File: config.mk
export PLATFORM = sky130hd
export DESIGN_NAME = display_7seg_scan_flat
export DESIGN_NICKNAME = d
export VERILOG_FILES = /design/src/rtl/display_7seg_scan_pkg.sv /design/src/rtl/display_7seg_scan_if.sv /design/src/rtl/display_7seg_scan_hex_a_7seg.sv /design/src/rtl/display_7seg_scan.sv /design/src/flat_wrapper.sv
export SDC_FILE = /design/constraint.sdc
export NUM_CORES = 1
export LEC_CHECK = 0
export CORE_MARGIN = 1.5
export CORE_UTILIZATION = 60
export DETAILED_ROUTE_END_ITERATION = 6
export HOLD_SLACK_MARGIN = 0.12
export PLACE_DENSITY = 0.84
export SLEW_MARGIN = 20
export SYNTH_ARGS = -nofsm -noshare
export SYNTH_HDL_FRONTEND = slang
export SYNTH_SLANG_ARGS = --single-unit
File: constraint.sdc
create_clock -name clk -period 3.51 [get_ports clk]
set_input_delay 0.702 -clock clk [delete_from_list [all_inputs] [get_ports clk]]
set_output_delay 0.702 -clock clk [all_outputs]
set_load 0.02 [all_outputs]
File: src/rtl/display_7seg_scan_pkg.sv
// rtl/display_7seg_scan_pkg.sv - shared constants and hex segment table for the 7-segment scan display
package display_7seg_scan_pkg;

    localparam int DIG_W = 4;
    localparam int IDX_W = 2;

    localparam logic [6:0] SEG_BLANK = 7'b1111111;
    localparam logic [3:0] AN_OFF    = 4'b1111;

    // Active-low {g,f,e,d,c,b,a}; entry n sits at HEX_SEG[n]
    localparam logic [15:0][6:0] HEX_SEG = {
        7'b0001110,  // F
        7'b0000110,  // E
        7'b0100001,  // d
        7'b1000110,  // C
        7'b0000011,  // b
        7'b0001000,  // A
        7'b0010000,  // 9
        7'b0000000,  // 8
        7'b1111000,  // 7
        7'b0000010,  // 6
        7'b0010010,  // 5
        7'b0011001,  // 4
        7'b0110000,  // 3
        7'b0100100,  // 2
        7'b1111001,  // 1
        7'b1000000   // 0
    };

endpackage

File: src/rtl/display_7seg_scan_if.sv
// rtl/display_7seg_scan_if.sv - write port and display pins of the scan display
interface display_7seg_scan_if;
    import display_7seg_scan_pkg::*;

    logic             wr_en;
    logic [IDX_W-1:0] wr_idx;
    logic [DIG_W-1:0] wr_dato;
    logic             blank_en;
    logic [3:0]       an;
    logic [6:0]       seg;
    logic [IDX_W-1:0] scan_idx;

    modport master (
        output wr_en, wr_idx, wr_dato, blank_en,
        input  an, seg, scan_idx
    );

    modport slave (
        input  wr_en, wr_idx, wr_dato, blank_en,
        output an, seg, scan_idx
    );

endinterface

File: src/rtl/display_7seg_scan_hex_a_7seg.sv
// rtl/display_7seg_scan_hex_a_7seg.sv - combinational nibble to active-low 7-segment decoder
module hex_a_7seg
    import display_7seg_scan_pkg::*;
(
    input  logic [DIG_W-1:0] i_nib,
    output logic [6:0]       o_seg
);

    assign o_seg = HEX_SEG[i_nib];

endmodule

File: src/rtl/display_7seg_scan.sv
// rtl/display_7seg_scan.sv - four-digit time-multiplexed common-anode 7-segment driver
module display_7seg_scan
    import display_7seg_scan_pkg::*;
#(
    parameter int REFRESH_DIV = 50000,
    parameter int N_DIG       = 4
)(
    input  logic                 clk,
    input  logic                 reset_n,
    display_7seg_scan_if.slave   bus
);

    localparam int             PW         = $clog2(REFRESH_DIV);
    localparam logic [PW-1:0]  PRESC_LAST = PW'(REFRESH_DIV - 1);

    logic [PW-1:0]                 r_presc;
    logic [IDX_W-1:0]              r_scan;
    logic [N_DIG-1:0][DIG_W-1:0]   r_dig;
    logic [N_DIG-1:0]              r_an;
    logic [6:0]                    r_seg;

    logic [DIG_W-1:0]              w_cur_dig;
    logic [6:0]                    w_seg;
    logic [N_DIG-1:0]              w_lz;
    logic                          w_blank;

    assign w_cur_dig = r_dig[r_scan];

    hex_a_7seg u_hex (
        .i_nib (w_cur_dig),
        .o_seg (w_seg)
    );

    // Prescaler counts out each digit's lit time, then steps the scan index
    always_ff @(posedge clk) begin
        if (!reset_n) begin
            r_presc <= '0;
            r_scan  <= '0;
        end else if (r_presc == PRESC_LAST) begin
            r_presc <= '0;
            r_scan  <= r_scan + 1'b1;
        end else begin
            r_presc <= r_presc + 1'b1;
        end
    end

    // Digit register file, one write per cycle, no handshake
    always_ff @(posedge clk) begin
        if (!reset_n) begin
            r_dig <= '0;
        end else if (bus.wr_en) begin
            r_dig[bus.wr_idx] <= bus.wr_dato;
        end
    end

    // w_lz[i] is set when digit i and every higher digit are zero
    always_comb begin
        w_lz = '0;
        w_lz[N_DIG-1] = (r_dig[N_DIG-1] == '0);
        for (int i = N_DIG - 2; i >= 0; i--) begin
            w_lz[i] = w_lz[i+1] && (r_dig[i] == '0);
        end
    end

    // Digit 0 always shows, so a lone zero still reads as "0"
    assign w_blank = bus.blank_en && (r_scan != '0) && w_lz[r_scan];

    // Output registers: one cycle behind the scan index, dark when blanked
    always_ff @(posedge clk) begin
        if (!reset_n) begin
            r_an  <= AN_OFF;
            r_seg <= SEG_BLANK;
        end else if (w_blank) begin
            r_an  <= AN_OFF;
            r_seg <= SEG_BLANK;
        end else begin
            r_an  <= ~(N_DIG'(1) << r_scan);
            r_seg <= w_seg;
        end
    end

    assign bus.an       = r_an;
    assign bus.seg      = r_seg;
    assign bus.scan_idx = r_scan;

endmodule

File: src/flat_wrapper.sv
// flat-port wrapper written by rule: the top's interface ports become plain ports
module display_7seg_scan_flat import display_7seg_scan_pkg::*;
#(
    parameter int REFRESH_DIV = 50000,
    parameter int N_DIG       = 4
)
  (clk, reset_n, bus_wr_en, bus_wr_idx, bus_wr_dato, bus_blank_en, bus_an, bus_seg, bus_scan_idx);
  display_7seg_scan_if bus_i ();
  input  logic clk;
  input  logic reset_n;
  input wire logic [$bits(bus_i.wr_en)-1:0] bus_wr_en;
  input wire logic [$bits(bus_i.wr_idx)-1:0] bus_wr_idx;
  input wire logic [$bits(bus_i.wr_dato)-1:0] bus_wr_dato;
  input wire logic [$bits(bus_i.blank_en)-1:0] bus_blank_en;
  output wire logic [$bits(bus_i.an)-1:0] bus_an;
  output wire logic [$bits(bus_i.seg)-1:0] bus_seg;
  output wire logic [$bits(bus_i.scan_idx)-1:0] bus_scan_idx;
  assign bus_i.wr_en = bus_wr_en;
  assign bus_i.wr_idx = bus_wr_idx;
  assign bus_i.wr_dato = bus_wr_dato;
  assign bus_i.blank_en = bus_blank_en;
  assign bus_an = bus_i.an;
  assign bus_seg = bus_i.seg;
  assign bus_scan_idx = bus_i.scan_idx;
  display_7seg_scan #(.REFRESH_DIV(REFRESH_DIV), .N_DIG(N_DIG)) u_core (.clk(clk), .reset_n(reset_n), .bus(bus_i));
endmodule
==> results.tsv <==
stage	metric	value	unit
min_path	hp-class	reg -> reg	
place	globalplace.congestion	0.9031	
place	post_dp_cell_area	2472	µm²
drt	routed_wl	4.117	mm
worst_setup_path	ff2ff_setup_slack	1.22	ns
power	comb_power_share	0.094	
min_path	min-delay-start	u_core.r_presc[0]	
clocking	cts_max_path_buffers	2	
worst_setup_path	cp-end-kind	output port	
global_route	grt_max_degree	22	
floorplanning	start_util	0.6467	
global_route	grt.total_usage	0.2298	
clocking	cts_tree	yes	
clocking	root_buffer	clkbuf_8	
timing	min_period	2.379	ns
global_route	grt_overflow	0	
synth	ys_types	40	
power	sw_frac_of_total	0.2308	
cells_and_area	mostFrequentLayoutCells	dfxtp_1 (45), nor2_1 (26), clkdlybuf4s50_1 (22), mux2i_1 (21), nor2b_1 (17)	
global_route	grt_pass1_wl	7.307	mm
clocking	cts_buffers	5	
worst_setup_path	crit_path_start_kind	flop	
clocking	h-tree-depth	2	
worst_setup_path	r2r-start	u_core.bus.scan_idx[0]	
drt	vias_per_cell	5.562	
cells_and_area	final_util	0.7506	
synth	ys_seq_area_frac	0.4047	
clocking	post-cts-setup-buffers	0	
power	leakagePower	0.9524	nW
synth	synthTopCellsByArea	dfxtp_1 (40%), mux2i_1 (9.4%), ha_1 (6.2%), xnor2_1 (5.9%), nor2b_1 (4.8%)	
drt	routedWlPerCell	13.86	µm
worst_setup_path	cp_cell_sequence	clkdlybuf4s50_1	
status	status	finished, final reports clean	
cells_and_area	final_common_cell	dfxtp_1	
synth	synth_seq_cells	45	
synth	syn_nets	248	
power	internal-power	0.0007894	W
drt	first_pass_iters	4	
drt	drc_errors	0	
worst_setup_path	crit_slowest_cell	clkdlybuf4s50_1	
floorplanning	fp-row-count	21	
timing	final_hold_viol_count	0	
timing	setup_viol	0	
min_path	hold_end	u_core.r_presc[0]	
power	power_density	397.2	nW/µm²
worst_setup_path	cpPeakStageDelay	0.71	ns
place	place_hpwl	2.994	mm
timing	tns	0	ns
synth	synth_top_area_cell	dfxtp_1	
min_path	hold_path_depth	1	
worst_setup_path	rr_worst_depth	7	
place	place_inst	289	
cells_and_area	antenna_cells	0	
synth	synth_edf_count	0	
timing	fin_crit_sh	0.6779	
drt	final_antenna_net_count	0	
cells_and_area	area_growth	16.08	%
power	p_switching	0.0002369	W
drt	vias	1652	
flow_run	cap_violations	0	
worst_setup_path	path_buf_inv	1	
timing	rsz0062_at_grt	no	
global_route	antenna_found_initial	0	
drt	drt_iter0_drc	105	
timing	worstMarginPinSlew	0.7161	ns
floorplanning	core_area	3442	µm²
synth	syn_inst	227	
worst_setup_path	worstPathArrival	1.68	ns
power	p_seq_frac	0.524	
synth	ys.warnings.count	0	
floorplanning	dieHeight	63.91	µm
synth	async_flop_share	0	
floorplanning	boundaryPins	23	
synth	synth_ff_type	dfxtp_1	
worst_setup_path	path_max_fanout	15	
worst_setup_path	cp_top_family	buffers and inverters	
timing	finalMaxSlewViolations	0	
cells_and_area	fin_area	2584	µm²
clocking	cts_resized	0	
floorplanning	die_area	4084	µm²
worst_setup_path	required	2.81	ns
floorplanning	die_x	63.91	µm
timing	fmax	0.4203	GHz
cells_and_area	nets	271	
clocking	clock_sinks	45	
timing	clock-skew-final	0.006015	ns
place	io_buffers	22	
synth	synth_top_area_share	0.4047	
synth	syn_area_per_cell	9.806	µm²
power	worst_ir_drop_vdd	318.4	µV
timing	slew_headroom	0.5216	
clocking	clk_latency	0.30	ns
clocking	clk_pin_slew_worst_paths	0.09	ns
power	p_clk_frac	0.382	
clocking	cts_hold_buf	0	
synth	synth_area	2226	µm²
cells_and_area	instances_no_fill	297	
cells_and_area	drive_above_1_share	0.07570	
worst_setup_path	crit_type	reg -> out	
global_route	grt_pass1_vias	1560	
worst_setup_path	r2r_end	u_core.bus.seg[0]	
state kept, by name, summed over array words and instances (netlist names):
name and count:
u_core.bus.an 4, u_core.bus.scan_idx 2, u_core.bus.seg 7, u_core.r_dig 16
u_core.r_presc 16
through the flow:
step	setup slack, ns	hold WS [ns]	total power (W)
2_1_floorplan	1.189	0.4294	0.0006067
3_3_place_gp	1.271	0.4497	0.0006429
3_5_place_dp	1.201	0.4580	0.0006454
4_1_cts	1.114	0.4879	0.001030
5_1_grt	1.013	0.5498	0.001067
6_report	1.131	0.4904	0.001026
layout make-up:
| cell class | count | area [µm²] |
|---|---|---|
| sequential | 45 | 900.9 |
| timing repair buffer | 24 | 235.2 |
| inverter | 9 | 33.78 |
| multi-input combinational | 165 | 1245 |
| fill | 246 | 858.3 |
| clock buffer | 6 | 72.57 |
| tap | 46 | 57.56 |
| clock inverter | 2 | 38.79 |
worst max path at each step:
stage / start / end / slack (ns) / cells past startpoint
after detailed placement: bus_wr_en / u_core.r_dig[1] / 1.20 / 4
after CTS: u_core.bus.scan_idx[1] / bus_scan_idx[1] / 1.11 / 1
final: u_core.bus.scan_idx[1] / bus_scan_idx[1] / 1.13 / 1
after global placement: bus_wr_en / u_core.r_dig[0] / 1.27 / 4
after floorplan: u_core.bus.scan_idx[0] / u_core.bus.seg[0] / 1.19 / 7
after global routing: u_core.bus.scan_idx[0] / u_core.bus.seg[0] / 1.01 / 7
cell families after synthesis:
| family | after synthesis | synth area share |
|---|---|---|
| AOI/OAI and AO/OA | 15 | 0.04947 |
| xor gates and xnor gates | 17 | 0.06689 |
| adders and majority gates | 11 | 0.06183 |
| DFF | 45 | 0.4047 |
| and+or+nand+nor | 95 | 0.2361 |
| muxes | 27 | 0.1450 |
| buffers and inverters | 17 | 0.03597 |
power groups by stage:
| stage | clock network, W | logic (W) | registers [W] |
|---|---|---|---|
| 3_5_place_dp | 0 | 0.0000966 | 0.000549 |
| 3_3_place_gp | 0 | 0.0000948 | 0.000548 |
| 5_1_grt | 0.000421 | 0.000107 | 0.000539 |
| 4_1_cts | 0.000396 | 0.0000972 | 0.000537 |
| 2_1_floorplan | 0 | 0.0000522 | 0.000554 |
| 6_report | 0.000392 | 0.0000967 | 0.000537 |
layer usage:
metal	vias to the layer above	global-route usage	wire length, µm
met5	-	0	0
met4	0	0.06522	53
met3	5	0.06338	182
met2	46	0.3555	1872
met1	772	0.3145	2008
li1	829	-	-
cells in the mapped netlist, types with 2 or more instances:
cell,instances
dfxtp_1,45
xor2_1,2
clkbuf_1,4
mux2_2,2
nor3_1,5
nor4_1,7
inv_1,9
ha_1,11
o211ai_1,3
mux2i_1,21
nand4_1,3
nor2_1,26
nand3b_1,4
nand3_1,7
o21ai_0,2
buf_6,2
nand2_1,13
xnor2_1,15
nor2b_1,17
mux4_2,4
a21oi_1,2
nor3b_1,3
and2_1,3
No activity file was read; power rests on OpenSTA's default activity.
